File: src/rtl/mole_game_if.sv
// Signal bundle between the mole game round controller and its surroundings:
// time base and switches in, LED drive, result pulses and BCD counters out.
interface mole_game_if #(
    parameter int LED_NUM      = 8,
    parameter int SCORE_DIGITS = 2
);
    logic                      start;
    logic                      tick;
    logic [LED_NUM-1:0]        sw;
    logic [LED_NUM-1:0]        led_state;
    logic                      hit;
    logic                      miss;
    logic [4*SCORE_DIGITS-1:0] score;
    logic [4*SCORE_DIGITS-1:0] misses;
    logic                      busy;
    logic                      game_over;

    modport master (
        output start, tick, sw,
        input  led_state, hit, miss, score, misses, busy, game_over
    );

    modport slave (
        input  start, tick, sw,
        output led_state, hit, miss, score, misses, busy, game_over
    );
endinterface

File: src/rtl/mole_game_ctrl.sv
// Round controller for the LED/switch reaction game: lights a pseudo-random LED,
// judges the player's switch response against a tick timeout and keeps BCD tallies.
module mole_game_ctrl #(
    parameter int          LED_NUM       = 8,
    parameter int          TIMEOUT_TICKS = 4,
    parameter int          ROUNDS        = 16,
    parameter int          SCORE_DIGITS  = 2,
    parameter logic [15:0] LFSR_SEED     = 16'hACE1
) (
    input logic         clk,
    input logic         clr,
    mole_game_if.slave  bus
);
    localparam int IDX_W = (LED_NUM > 1) ? $clog2(LED_NUM) : 1;
    localparam int CW    = 4 * SCORE_DIGITS;
    localparam logic [IDX_W:0]  LED_CNT    = (IDX_W + 1)'(LED_NUM);
    localparam logic [IDX_W:0]  LED_LAST   = (IDX_W + 1)'(LED_NUM - 1);
    localparam logic [IDX_W:0]  IDX_ONE    = (IDX_W + 1)'(1);
    localparam logic [3:0]      TO_LAST    = 4'(TIMEOUT_TICKS - 1);
    localparam logic [6:0]      ROUND_LAST = 7'(ROUNDS);
    localparam logic [CW-1:0]   ALL9       = {SCORE_DIGITS{4'h9}};

    typedef enum logic [2:0] {IDLE, ARM, WAIT, RESULT, OVER} state_t;

    state_t             state, next_state;
    logic [LED_NUM-1:0] sw_m, sw_s, sw_ref, diff, target_oh, led;
    logic [15:0]        lfsr;
    logic [IDX_W-1:0]   target;
    logic [3:0]         tcnt;
    logic [6:0]         round_cnt;
    logic [CW-1:0]      score, misses;
    logic               hit_q, miss_q;
    logic               dec_hit, dec_miss, clear_game, tick_count, busy, game_over;

    // Galois form of x^16+x^14+x^13+x^11+1; a non-zero state never decays to zero.
    function automatic logic [15:0] lfsr_next(input logic [15:0] l);
        return {1'b0, l[15:1]} ^ (l[0] ? 16'hB400 : 16'h0000);
    endfunction

    function automatic logic [IDX_W-1:0] pick_target(input logic [IDX_W-1:0] low,
                                                     input logic [IDX_W-1:0] prev);
        logic [IDX_W:0] v;
        v = {1'b0, low};
        if (v >= LED_CNT) v = v - LED_CNT;
        if (v[IDX_W-1:0] == prev) v = (v == LED_LAST) ? '0 : v + IDX_ONE;
        return v[IDX_W-1:0];
    endfunction

    function automatic logic [CW-1:0] bcd_inc(input logic [CW-1:0] v);
        logic [CW-1:0] r;
        logic          carry;
        r     = v;
        carry = 1'b1;
        if (v == ALL9) return v;
        for (int i = 0; i < SCORE_DIGITS; i++) begin
            if (carry) begin
                if (r[4*i +: 4] == 4'd9) begin
                    r[4*i +: 4] = 4'd0;
                end else begin
                    r[4*i +: 4] = r[4*i +: 4] + 4'd1;
                    carry       = 1'b0;
                end
            end
        end
        return r;
    endfunction

    assign diff      = sw_s ^ sw_ref;
    assign target_oh = LED_NUM'(1) << target;

    always_ff @(posedge clk or negedge clr) begin
        if (!clr) state <= IDLE;
        else      state <= next_state;
    end

    always_comb begin
        next_state = state;
        dec_hit    = 1'b0;
        dec_miss   = 1'b0;
        clear_game = 1'b0;
        tick_count = 1'b0;
        led        = '0;
        busy       = 1'b0;
        game_over  = 1'b0;
        case (state)
            IDLE: begin
                if (bus.start) begin
                    clear_game = 1'b1;
                    next_state = ARM;
                end
            end
            ARM: begin
                busy       = 1'b1;
                next_state = WAIT;
            end
            WAIT: begin
                busy = 1'b1;
                led  = target_oh;
                // Any switch movement outranks a coincident final tick.
                if (diff != '0) begin
                    next_state = RESULT;
                    if (diff == target_oh) dec_hit  = 1'b1;
                    else                   dec_miss = 1'b1;
                end else if (bus.tick) begin
                    tick_count = 1'b1;
                    if (tcnt == TO_LAST) begin
                        dec_miss   = 1'b1;
                        next_state = RESULT;
                    end
                end
            end
            RESULT: begin
                busy = 1'b1;
                if (bus.tick) next_state = (round_cnt == ROUND_LAST) ? OVER : ARM;
            end
            OVER: begin
                led       = '1;
                game_over = 1'b1;
                if (bus.start) begin
                    clear_game = 1'b1;
                    next_state = ARM;
                end
            end
            default: next_state = IDLE;
        endcase
    end

    always_ff @(posedge clk or negedge clr) begin
        if (!clr) begin
            sw_m      <= '0;
            sw_s      <= '0;
            sw_ref    <= '0;
            lfsr      <= LFSR_SEED;
            target    <= '0;
            tcnt      <= '0;
            round_cnt <= '0;
            score     <= '0;
            misses    <= '0;
            hit_q     <= 1'b0;
            miss_q    <= 1'b0;
        end else begin
            sw_m   <= bus.sw;
            sw_s   <= sw_m;
            lfsr   <= lfsr_next(lfsr);
            hit_q  <= dec_hit;
            miss_q <= dec_miss;
            if (clear_game) begin
                score     <= '0;
                misses    <= '0;
                round_cnt <= '0;
            end
            if (state == ARM) begin
                target <= pick_target(lfsr[IDX_W-1:0], target);
                sw_ref <= sw_s;
                tcnt   <= '0;
            end
            if (tick_count) tcnt <= tcnt + 4'd1;
            if (dec_hit)    score  <= bcd_inc(score);
            if (dec_miss)   misses <= bcd_inc(misses);
            if (dec_hit || dec_miss) round_cnt <= round_cnt + 7'd1;
        end
    end

    assign bus.led_state = led;
    assign bus.hit       = hit_q;
    assign bus.miss      = miss_q;
    assign bus.score     = score;
    assign bus.misses    = misses;
    assign bus.busy      = busy;
    assign bus.game_over = game_over;
endmodule

File: src/flat_wrapper.sv
// flat-port wrapper written by rule: the top's interface ports become plain ports
module mole_game_ctrl_flat 
#(
    parameter int          LED_NUM       = 8,
    parameter int          TIMEOUT_TICKS = 4,
    parameter int          ROUNDS        = 16,
    parameter int          SCORE_DIGITS  = 2,
    parameter logic [15:0] LFSR_SEED     = 16'hACE1
)
  (clk, clr, bus_start, bus_tick, bus_sw, bus_led_state, bus_hit, bus_miss, bus_score, bus_misses, bus_busy, bus_game_over);
  mole_game_if #(.LED_NUM(LED_NUM), .SCORE_DIGITS(SCORE_DIGITS)) bus_i ();
  input logic clk;
  input logic clr;
  input wire logic [$bits(bus_i.start)-1:0] bus_start;
  input wire logic [$bits(bus_i.tick)-1:0] bus_tick;
  input wire logic [$bits(bus_i.sw)-1:0] bus_sw;
  output wire logic [$bits(bus_i.led_state)-1:0] bus_led_state;
  output wire logic [$bits(bus_i.hit)-1:0] bus_hit;
  output wire logic [$bits(bus_i.miss)-1:0] bus_miss;
  output wire logic [$bits(bus_i.score)-1:0] bus_score;
  output wire logic [$bits(bus_i.misses)-1:0] bus_misses;
  output wire logic [$bits(bus_i.busy)-1:0] bus_busy;
  output wire logic [$bits(bus_i.game_over)-1:0] bus_game_over;
  assign bus_i.start = bus_start;
  assign bus_i.tick = bus_tick;
  assign bus_i.sw = bus_sw;
  assign bus_led_state = bus_i.led_state;
  assign bus_hit = bus_i.hit;
  assign bus_miss = bus_i.miss;
  assign bus_score = bus_i.score;
  assign bus_misses = bus_i.misses;
  assign bus_busy = bus_i.busy;
  assign bus_game_over = bus_i.game_over;
  mole_game_ctrl #(.LED_NUM(LED_NUM), .TIMEOUT_TICKS(TIMEOUT_TICKS), .ROUNDS(ROUNDS), .SCORE_DIGITS(SCORE_DIGITS), .LFSR_SEED(LFSR_SEED)) u_core (.clk(clk), .clr(clr), .bus(bus_i));
endmodule
File: config.mk
export PLATFORM = sky130hd
export DESIGN_NAME = mole_game_ctrl_flat
export DESIGN_NICKNAME = d
export VERILOG_FILES = /design/src/rtl/mole_game_if.sv /design/src/rtl/mole_game_ctrl.sv /design/src/flat_wrapper.sv
export SDC_FILE = /design/constraint.sdc
export NUM_CORES = 1
export LEC_CHECK = 0
export CAP_MARGIN = 20
export CORE_MARGIN = 2
export CORE_UTILIZATION = 40
export DETAILED_ROUTE_END_ITERATION = 10
export PLACE_DENSITY = 0.64
export SYNTH_ARGS = -nofsm -noshare
export SYNTH_HDL_FRONTEND = slang
export SYNTH_SLANG_ARGS = --single-unit
File: constraint.sdc
create_clock -name clk -period 2.4 [get_ports clk]
set_input_delay 0.24 -clock clk [delete_from_list [all_inputs] [get_ports clk]]
set_output_delay 0.24 -clock clk [all_outputs]
set_load 0.03 [all_outputs]
==> results of run 1 <==
[kinds of logic after synthesis]
family	Yosys count	synth area share
and+or+nand+nor	111	0.167
buffers and inverters	18	0.0254
xor gates and xnor gates	22	0.0585
AOI/OAI and AO/OA	67	0.123
muxes	16	0.0483
DFF	75	0.532
adders and majority gates	13	0.0458
[layout make-up]
type	count	share of cell area
clock buffer	10	0.0294
clock inverter	6	0.0259
inverter	8	0.00692
multi-input combinational	229	0.366
sequential	75	0.436
tap	108	0.0311
timing repair buffer	47	0.105
[registers in the layout, summed over array words and instances, names as in the netlist]
register and count:
u_core.state 3, u_core.round_cnt 7, u_core.bus.miss 1, u_core.target 3
u_core.bus.score 8, u_core.bus.hit 1, u_core.bus.misses 8, u_core.tcnt 4
u_core.sw_m 8, u_core.sw_ref 8, u_core.sw_s 8, u_core.lfsr 16
[power breakdown]
part	switching (mW)	internal (mW)	leakage [nW]
combinational	0.927	0.775	0.856
clock	0.467	0.697	0.121
sequential	0.348	1.52	0.935
total	1.74	2.99	1.91
[layout by cell type, fill, tap and decap left out, types with 8 or more instances in the layout]
cell type,count
ha_1,13
dfstp_2,8
o21ai_0,23
mux2_2,9
and2_1,8
nand2_1,22
xor2_1,16
dfrtp_1,64
clkbuf_8,9
nand3_1,8
inv_1,8
nor2_1,29
a21oi_1,11
clkdlybuf4s50_1,30
[worst max-delay path by stage]
stage / start / to / slack (ps) / cells past startpoint
2_1_floorplan: u_core.target[0]$_DFFE_PN0P_ / u_core.bus.score[1]$_DFFE_PN0P_ / 520 / 8
3_3_place_gp: u_core.target[2]$_DFFE_PN0P_ / u_core.bus.score[1]$_DFFE_PN0P_ / 150 / 7
3_5_place_dp: u_core.target[2]$_DFFE_PN0P_ / u_core.bus.score[4]$_DFFE_PN0P_ / 70 / 7
4_1_cts: u_core.state[2]$_DFFE_PN0P_ / bus_led_state[1] / 20 / 5
5_1_grt: u_core.state[0]$_DFFE_PN0P_ / bus_game_over / 0.9 / 3
6_report: u_core.state[0]$_DFFE_PN0P_ / bus_game_over / 100 / 3
[critical path, delay by kind of cell (launching register included)]
family / cells / cell delay (ps)
buffers and inverters: 1 / 680
AND/OR/NAND/NOR: 2 / 490
flip-flops: 1 / 540
[layer usage]
metal,part of all wire,vias up
li1,-,1230
met1,0.46,1187
met2,0.47,65
met3,0.056,7
met4,0.011,0
met5,0,-
[repair_timing]
item                                    in CTS  in global routing
resized for setup                            8                  6
hold endpoints to repair                    27                  0
hold buffers                                 1                  0
endpoints found under the setup margin       7                  6
[metrics by stage]
step | instances | power (mW) | setup WS (ps) | instance area [sq um]
after floorplan | 322 | 3.06 | 517 | 3550
after global placement | 466 | 3.55 | 146 | 4080
after detailed placement | 466 | 3.59 | 73.3 | 4080
after CTS | 483 | 4.76 | 20.1 | 4320
after global routing | 483 | 5.03 | 0.921 | 4340
final | 483 | 4.73 | 102 | 4340
==> results.toml, run 1 <==
[outcome]
status = "finished, final reports clean"

[finish]
final-seq-area_sq_um = 1890
n_antenna_cell = 0
drive_gt1_frac = 0.155
syn_to_final_growth_pct = 22.3
nFillCells = 797
multiInputGateArea_sq_um = 1590
fin_util = 0.500
num-nets-final = 395

[synthesis]
synth_edf_count = 0
syn-instance-count = 322
synth_nets = 347
syn_area_per_cell_sq_um = 11.0
yosysUniqueCellTypes = 48
synth_area_sq_um = 3550
yosysTopAreaCellShare = 0.472
synthArstFlopShare = 1.00
ys_ff_latch = 75
ys_top_cells_by_count = "67 x dfrtp_1, 29 x nor2_1, 23 x o21ai_0"
synthFlopType = "dfrtp_1"
yosysMostFrequentCell = "dfrtp_1"
synth_top_area_cell = "dfrtp_1"
ys_seq_area_frac = 0.532
synth_area_leaders = "dfrtp_1 47%, dfstp_2 5.9%, ha_1 4.6%"
synth_warnings = 0

[setup_path]
path_class = "reg -> out"
critical_path_arrival_ps = 2060
slowest_delay_ps = 680
worstPathRequired_ps = 2160
critPathMaxFanout = 16
reg2reg_to = "u_core.bus.score[4]$_DFFE_PN0P_"
worst_r2r_path_depth = 7
cp_slowest_cell = "clkdlybuf4s50_1"
timing.rr.start = "u_core.target[2]$_DFFE_PN0P_"
start_kind = "flip-flop"
crit_path_end_kind = "primary output"
r2r_slack_ps = 230
worstPathCellList = "nor2_1 -> and2_1 -> clkdlybuf4s50_1"

[routing]
drt-total-wl_microns = 6620
vias = 2489
viasPerCell = 5.15
drt_iter0_drc = 74
drc = 0
drtPass1Iterations = 4
avgRoutedWirePerCell_microns = 13.7
ant_nets = 0

[clock_tree]
clock_sinks = 75
clockBufferDepth = 2
numCtsBuffers = 9
clk_pin_slew_ps = 80
root_buffer = "clkbuf_8"
cts_setup_buffers = 0
cts_tree = "done"
insertion_delay_ps = 350
htreeDepth = 3

[die]
rows = 34
start_util = 0.409
die_y_microns = 98.2
dieArea_sq_um = 9640
coreArea_sq_um = 8680
ios = 40
die_w_microns = 98.2

[worst_hold_path]
whs_endpoint = "u_core.sw_m[3]$_DFF_PN0_"
hold_path.class = "in -> reg"
hp-start = "bus_sw[3]"
hold_depth = 1

[grt]
antenna_found_initial = 0
grt_pass1_wl_microns = 11000
grt_usage = 0.143
grt_max_degree = 49
grt-ovfl-total = 0
met3_usage = 0.0465
gr-max-usage-layer = "met2"
grt_pass1_vias = 2343
use_met1 = 0.183
use_met2 = 0.232

[timing]
skew_ps = 12.2
final.period_utilization = 0.958
slew_viol_final = 0
setup_viol = 0
finalHoldViolCount = 0
max_freq_mhz = 435
whs_ps = 319
slew_headroom = 0.567
rsz0062_at_grt = "no"
worst_pin_slew_ps = 650
tns_ps = 0
period_needed_ps = 2300

[pwr]
p_leak_nw = 1.91
p_per_area_nw_per_um2 = 1090
ir_drop_uv = 489

[flow_run]
drv_cap = 0

[placement]
hpwlAfterDp_microns = 4620
io_buffers = 39
place_congestion = 0.830
Power figures use the tool's default switching activity.
==> inputs of run 2 (changes only) <==
Settings changed: GPL_TIMING_DRIVEN from default to 1.
==> results of run 2 <==
Final layout, timing and power as in run 1 (identical DEF).
==> inputs of run 3 (changes only) <==
Settings changed: CELL_PAD_IN_SITES_DETAIL_PLACEMENT from default to 0, CELL_PAD_IN_SITES_GLOBAL_PLACEMENT from default to 1, PLACE_DENSITY 0.64 to 0.72.
==> results.toml, run 3 (synthesis gave the netlist of run 1 again) <==
[placement]
io_buffers = 39
dp.cells = 467
place_congestion = 0.719
hpwlAfterDp_microns = 4530
place_area_sq_um = 4090

[timing]
worst_pin_slew_ps = 513
rsz0062_at_grt = "no"
final.period_utilization = 0.933
skew_ps = 10.9
max_freq_mhz = 447
slew_viol_final = 0
setup_viol = 0
tns_ps = 0
period_needed_ps = 2240
finalHoldViolCount = 0
slew_headroom = 0.656

[setup_path]
critical_path_arrival_ps = 2000
start_kind = "flip-flop"
slowest_delay_ps = 680
worstPathCellList = "nor2_2 -> and2_1 -> clkdlybuf4s50_1"
worst_path_dominant_cell_family = "buffers and inverters"
critPathMaxFanout = 16
cp_slowest_cell = "clkdlybuf4s50_1"
worstPathRequired_ps = 2160
cp_num_buf_inv = 1
path_class = "reg -> out"
worst_r2r_path_depth = 7
cp.depth = 3
crit_path_end_kind = "primary output"

[finish]
final_cell_mix = "64 x dfrtp_1, 30 x clkdlybuf4s50_1, 27 x nor2_1"
instances_no_fill = 484
nFillCells = 810
final-seq-area_sq_um = 1890
multiInputGateArea_sq_um = 1590
regMostFlops = "u_core.lfsr"
n_antenna_cell = 0
design_area_sq_um = 4320
drive_gt1_frac = 0.165
syn_to_final_growth_pct = 21.7
largest_reg_flops = 16
num-nets-final = 396
layout_commonest_cell = "dfrtp_1"

[worst_hold_path]
hold_path.class = "in -> reg"
hold_depth = 1

[grt]
grt_pass1_wl_microns = 11500
grt_pass1_vias = 2420
grt_max_degree = 76
grt-ovfl-total = 0
antenna_found_initial = 0
grt_usage = 0.149

[routing]
drt-total-wl_microns = 6560
vias = 2510
avgRoutedWirePerCell_microns = 13.6
drt_iter0_drc = 125
drc = 0
drtPass1Iterations = 4
viasPerCell = 5.19
ant_nets = 0

[die]
coreArea_sq_um = 8680
start_util = 0.409
die_w_microns = 98.2
die_y_microns = 98.2
rows = 34
dieArea_sq_um = 9640
ios = 40

[clock_tree]
cts_setup_buffers = 0
insertion_delay_ps = 350
cts_tree = "done"
htreeDepth = 3
clockBufferDepth = 2
clock_sinks = 75
root_buffer = "clkbuf_8"
clk_pin_slew_ps = 80
numCtsBuffers = 9

[outcome]
status = "finished, final reports clean"

[pwr]
ir_drop_uv = 510
p_per_area_nw_per_um2 = 1050
total_power_mw = 4.52
p_leak_nw = 1.95

[flow_run]
drv_cap = 0
[run 3: layout make-up]
cell class              instances  share of cell area
multi-input cells             229               0.368
clock inverters                 6              0.0154
inverters                       8             0.00695
repair buffers                 48               0.111
flip-flops and latches         75               0.438
well taps                     108              0.0313
clock buffers                  10              0.0295
[run 3: where the power goes]
part           leakage, nW  switching [mW]  internal (mW)  total [mW]
logic                0.917           0.915          0.788        1.70
registers            0.935           0.352           1.51        1.87
clock network        0.101           0.470          0.484       0.955
[run 3: worst paths after layout]
path                                                   start                         endpoint  slack (ps)
min in group asynchronous                                clr  u_core.round_cnt[5]$_DFFE_PN0P_         450
worst min-delay path                               bus_sw[3]         u_core.sw_m[3]$_DFF_PN0_         320
max in group asynchronous                                clr         u_core.lfsr[6]$_DFF_PN1_        1610
worst max-delay path             u_core.state[0]$_DFFE_PN0P_                    bus_game_over         160
worst min register to register      u_core.lfsr[4]$_DFF_PN0_         u_core.lfsr[3]$_DFF_PN0_         350
worst max register to register  u_core.target[0]$_DFFE_PN0P_  u_core.bus.score[1]$_DFFE_PN0P_         270
[run 3: timing repair]
action | 4_1_cts | 5_1_grt
hold buffers | 1 | 0
setup endpoints to repair | 3 | 10
endpoints found under the hold margin | 67 | 0
gates resized for setup | 4 | 12
[run 3: per-stage QoR]
step | setup WS, ps | utilization | hold WS [ps]
finish | 162 | 0.498 | 320
floorplan | 517 | - | -55.6
CTS | 12.7 | 0.494 | 304
global route | 22.8 | 0.498 | 301
global placement | 217 | 0.471 | 292
detailed placement | 115 | 0.471 | 288
[run 3: worst reg2reg max path: cells and delay by family (launching register included)]
kind / cells / cell delay (ps)
buffers and inverters: 1 / 240
and+or+nand+nor: 2 / 560
muxes: 1 / 240
DFF: 1 / 530
xor gates and xnor gates: 1 / 140
AOI/OAI and AO/OA: 2 / 300
[run 3: metal layers]
| metal | part of all wire | GRT usage | routed length (microns) |
|---|---|---|---|
| met1 | 0.48 | 0.196 | 3140 |
| met2 | 0.47 | 0.239 | 3100 |
| met3 | 0.033 | 0.0322 | 215 |
| met4 | 0.018 | 0.0632 | 117 |
| met5 | 0 | 0 | 0 |
==> variant 1, RTL diff (flow settings as in run 1) <==
Compare `tcnt` against `TO_LAST` with >= in place of ==.
--- a/src/rtl/mole_game_ctrl.sv
+++ b/src/rtl/mole_game_ctrl.sv
@@ -105,3 +105,3 @@
                     tick_count = 1'b1;
-                    if (tcnt == TO_LAST) begin
+                    if (tcnt >= TO_LAST) begin
                         dec_miss   = 1'b1;
Behaviour: no difference found for any inputs over 10 cycles, from zero or initial values; that may be too few to reach the edited logic, so the function may still have changed.
==> variant 1 against run 1 <==
Power down 10%. Worst setup slack improved by 0.025 ns. Routed wire length increased by 1.3%. Synthesized area is 2.2% higher. Largest power group unchanged. Sequential cell count did not move. Via count rose by 3.0%. Final area stayed put. Highest routed layer unchanged. Cell count is 2.3% higher.
==> variant 1: results (changes against run 1) <==
[global_routing]
track_usage = 0.150  ; +0.00723
antenna_found_initial = 0  ; unchanged
grt_pass1_wl_mm = 11.8  ; +7.6%
grt_max_degree = 76  ; +55%
grt_pass1_vias = 2488  ; +6.2%

[yosys]
synth_nets = 356  ; +2.6%
syn_avg_cell_area_um2 = 11.0  ; -0.59%
synth_cell_types = 54  ; +13%
synth_area_leaders = dfrtp_1, dfstp_2, ha_1, o21ai_0, xor2_1
ys_seq_area_frac = 0.520  ; -0.0114
async_flop_share = 1.00  ; unchanged
synth.top_cells.by_count = dfrtp_1, nand2_1, o21ai_0

[cells_and_area]
top_register = u_core.lfsr
n_antenna_cell = 0  ; unchanged
nNetsFinal = 406  ; +2.8%
fin_cells = 494  ; +2.3%
final_layout_size_suffix_gt1_frac = 0.174  ; +0.0189
largest_register_ffs = 16  ; unchanged
fill_cells = 788  ; -1.1%

[clocking]
root_buffer = clkbuf_8
insertion_delay_ns = 0.36
cts-buffers-inserted = 9  ; unchanged
cts_setup_buffers = 0  ; unchanged
clk_pin_slew_ns = 0.08  ; about the same
clockBufferDepth = 2  ; unchanged
h-tree-depth = 3  ; unchanged

[pwr]
ir_worst_vdd_v = 0.000540  ; +11%
p_int_mw = 2.66  ; -11%
p_leak_nw = 1.89  ; -1.0%

[timing]
relSlewSlack = 0.388  ; -0.179
finClkSkew_ns = 0.0148  ; +0.00260 ns

[routing]
drt_iter0_markers = 52  ; -30%
drt_wl_total_mm = 6.71  ; +1.3%
drt_pass1_iterations = 4  ; unchanged
via_per_inst = 5.19  ; +0.72%

[run_status]
outcome = finished, final reports clean

[placement]
dp.cells = 478  ; +2.6%
port_buffers = 39  ; unchanged
dpl.hpwl_mm = 4.69  ; +1.4%
post-place-ws_ns = 0.0779  ; +0.00468 ns
placed_area_mm2 = 0.00417  ; +2.3%
gp_congestion = 0.813  ; -2.1%

[hold_path]
hold_path_class = in -> async

[setup_path]
worstPathArrival_ns = 2.52  ; +0.46 ns
path_max_fanout = 13  ; -3

variant 1: cell count changes in the layout (fill, tap and decap cells not counted), sizes merged, moves of 5 or more:
| cell | change |
|---|---|
| a21o | +7 |
| clkbuf | +6 |
| dlygate4sd2 | -6 |
| nand2 | +5 |
| nor2 | -10 |
| or2 | +6 |
| xnor2 | +5 |
| xor2 | -5 |
variant 1: critical path, cell delays in order (launching register included):
cell and delay (ns):
dfrtp_1 0.41, xor2_1 0.22, or4_4 0.52, o31a_2 0.47, and3_1 0.21, o21a_1 0.16, a31o_1 0.17
variant 1: final timing paths:
| kind | startpoint | endpoint | slack, ns | cells past startpoint |
|---|---|---|---|---|
| min in group clk | bus_sw[0] | u_core.sw_m[0] | 0.32 | 1 |
| worst max register to register | u_core.sw_ref[0] | u_core.bus.misses[6] | 0.13 | 6 |
| max in group asynchronous | clr | u_core.lfsr[14] | 1.79 | 1 |
| worst max-delay path | u_core.sw_ref[0] | u_core.bus.misses[6] | 0.13 | 6 |
| worst min-delay path | clr | u_core.bus.misses[1] | 0.02 | 1 |
| worst min register to register | u_core.lfsr[3] | u_core.lfsr[2] | 0.35 | 0 |
variant 1: power groups by stage:
stage          clock [mW]  combinational [mW]  sequential (mW)
2_1_floorplan           0                1.16             1.72
3_3_place_gp            0                1.60             1.70
3_5_place_dp            0                1.63             1.71
4_1_cts              1.02                1.62             1.69
5_1_grt              1.07                1.78             1.73
6_report            0.979                1.59             1.69
variant 1: repair_timing:
item / CTS / global route
cloned: 0 / 0
pin swaps: 0 / 0
setup endpoints to repair: 8 / 13
resized for setup: 8 / 21
variant 1: final cells by class:
| class | count | area [um^2] | area share |
|---|---|---|---|
| clock buffers | 10 | 128 | 0.0294 |
| clock inverters | 6 | 71.3 | 0.0164 |
| inverters | 11 | 41.3 | 0.00951 |
| multi-input cells | 238 | 1670 | 0.385 |
| flip-flops and latches | 75 | 1890 | 0.435 |
| well taps | 108 | 135 | 0.0311 |
| repair buffers | 46 | 409 | 0.0943 |
variant 1: cells by family (layout without fill, tap and decap cells):
kind of cell	Yosys count	count (layout)	synth area share
xor+xnor	22	22	0.0531
compound gates	74	74	0.139
fa+ha+maj	13	13	0.0448
simple gates	118	118	0.188
mux	11	11	0.0331
flops	75	75	0.520
buf+inv	18	73	0.0221
variant 1: layer usage:
layer  routed length, um  global-route usage  up-vias
met1                3140               0.196     1245
met3                 265              0.0520        9
li1                    -                   -     1277
met4                  85              0.0464        0
met2                3210               0.236       33
met5                   0                   0        -
==> variant 2, RTL diff (settings of run 1) <==
Without the edit above. `LED_NUM` is set to 8 in 3 places; all go to 16.
--- a/src/rtl/mole_game_if.sv
+++ b/src/rtl/mole_game_if.sv
@@ -3,3 +3,3 @@
 interface mole_game_if #(
-    parameter int LED_NUM      = 8,
+    parameter int LED_NUM      = 16,
     parameter int SCORE_DIGITS = 2
--- a/src/rtl/mole_game_ctrl.sv
+++ b/src/rtl/mole_game_ctrl.sv
@@ -3,3 +3,3 @@
 module mole_game_ctrl #(
-    parameter int          LED_NUM       = 8,
+    parameter int          LED_NUM       = 16,
     parameter int          TIMEOUT_TICKS = 4,
--- a/src/flat_wrapper.sv
+++ b/src/flat_wrapper.sv
@@ -3,3 +3,3 @@
 #(
-    parameter int          LED_NUM       = 8,
+    parameter int          LED_NUM       = 16,
     parameter int          TIMEOUT_TICKS = 4,
Ports: changed (resized bus_led_state and bus_sw); port bits go from 40 to 56. No check against the original RTL was run, so the function may have changed too.
==> variant 2 against run 1 <==
Worst setup slack worse by 0.15 ns. Critical endpoint is now u_core.bus.score[7]. Synthesized area up 31%. Highest routed layer unchanged. Largest power group is now combinational logic. Critical path type is now reg -> reg. Sequential share of layout area down 1.5 points. The flow now finishes with violations (setup timing). Non-clock buffer count up 41. Final area up 38%. Power up 39%. Sequential cell count up 25. Routed wire length up 48%. Die area up 30%.
==> variant 2: results (changes against run 1) <==
[cells_and_area]
final_layout_size_suffix_gt1_frac = 0.233  ; +0.0779
buffer_area_frac = 0.130  ; +0.0253
fill_cells = 1004  ; +26%
nNonClkInverters = 13  ; +5
buffers = 88  ; +87%
nNetsFinal = 543  ; +37%
seq_area_mm2 = 0.00251  ; +33%
clkCellAreaFrac = 0.0505  ; -0.00484
multi_input_area_share = 0.361  ; -0.00574

[yosys]
synthMuxAreaShare = 0.0541  ; +0.00579
synth_area_leaders = dfrtp_1, dfstp_2, mux2_2, o21ai_0, ha_1
synth_nets = 461  ; +33%
synth_xor_area_frac = 0.0584  ; -0.000132
synth.top_cells.by_count = dfrtp_1, o21ai_0, nand2_1
synthAdderAreaFrac = 0.0323  ; -0.0135
synth_cell_types = 59  ; +23%
ys_seq_area_frac = 0.540  ; +0.00867
synth-compound-area-share = 0.112  ; -0.0114

[pwr]
p_leak_nw = 2.59  ; +36%
pwr-share-comb = 0.426  ; +0.066
switching_share = 0.383  ; +0.0148
ir_worst_vdd_v = 0.000725  ; +48%
power_frac_seq = 0.353  ; -0.041

[placement]
dpl.hpwl_mm = 6.91  ; +50%
port_buffers = 55  ; +41%
gp_congestion = 0.858  ; +3.4%

[clocking]
root_buffer = clkbuf_16
cts.sinks = 100  ; +33%
cts-buffers-inserted = 9  ; unchanged

[global_routing]
track_usage = 0.165  ; +0.0223
grt_pass1_vias = 3397  ; +45%
grt_pass1_wl_mm = 16.6  ; +51%
grt_max_degree = 61  ; +24%

[setup_path]
worstPathArrival_ns = 2.72  ; +0.66 ns
path_max_fanout = 8  ; -8
critPathMaxStageDelay_ns = 0.42  ; -0.26 ns
crit_family = simple AND/OR/NAND/NOR gates
slowest_stage = or4_4

[timing]
tightestPinTransition_ns = 0.566  ; -0.0837 ns
setup_slack_ns = -0.0502  ; -0.152 ns
setup-violations-final = 6  ; +6
setup_tns_ns = -0.124  ; -0.124 ns
finClkSkew_ns = 0.00843  ; -0.00375 ns

[routing]
drt_iter0_markers = 206  ; +180%
drt_pass1_iterations = 5  ; +1
via_per_inst = 5.25  ; +1.9%
drt_wl_total_mm = 9.78  ; +48%

[run_status]
violations = setup timing
outcome = finished with violations

## variant 2: changes by cell type after synthesis, sizes merged, moves of 5 or more
cell,run 1,this run
dfrtp,67,92
o21ai,23,39
nand3,8,18
xnor2,4,14
mux2,9,17
and2,8,1
nand2,22,29
nor4,3,10
or3,0,7
clkbuf,4,10
nand4,4,10
inv,8,13
nand2b,4,9
## variant 2: timing repair
action | 4_1_cts | 5_1_grt
endpoints found under the setup margin | 17 | 30
resized for setup | 26 | 30
buffers inserted | 2 | 1
hold buffers | 1 | 0
pin swaps | 7 | 13
hold endpoints to repair | 38 | 0
## variant 2: through the flow
| stage | setup slack [ns] | util | cells | cell area, um^2 | power (mW) |
|---|---|---|---|---|---|
| 2_1_floorplan | 0.00273 | - | 429 | 4650 | 4.00 |
| 3_3_place_gp | -0.0346 | 0.485 | 639 | 5510 | 4.84 |
| 3_5_place_dp | -0.0873 | 0.485 | 639 | 5510 | 4.93 |
| 4_1_cts | -0.0183 | 0.518 | 658 | 5890 | 6.49 |
| 5_1_grt | -0.159 | 0.525 | 659 | 5970 | 7.03 |
| 6_report | -0.0502 | 0.525 | 659 | 5970 | 6.59 |
## variant 2: path summary, 6_finish.rpt
check,startpoint,to,slack (ns),depth (start not counted)
worst min register to register,u_core.sw_m[4],u_core.sw_s[4],0.35,0
worst max-delay path,u_core.target[3],u_core.bus.score[7],-0.05,9
worst max register to register,u_core.target[3],u_core.bus.score[7],-0.05,9
min in group asynchronous,clr,u_core.bus.score[3],0.42,2
max in group asynchronous,clr,u_core.lfsr[11],1.24,3
worst min-delay path,bus_sw[15],u_core.sw_m[15],0.32,1
## variant 2: metal layers
layer	global-route usage	routed length (um)
met1	0.211	4330
met2	0.274	4890
met3	0.0468	416
met4	0.0502	141
met5	0	0
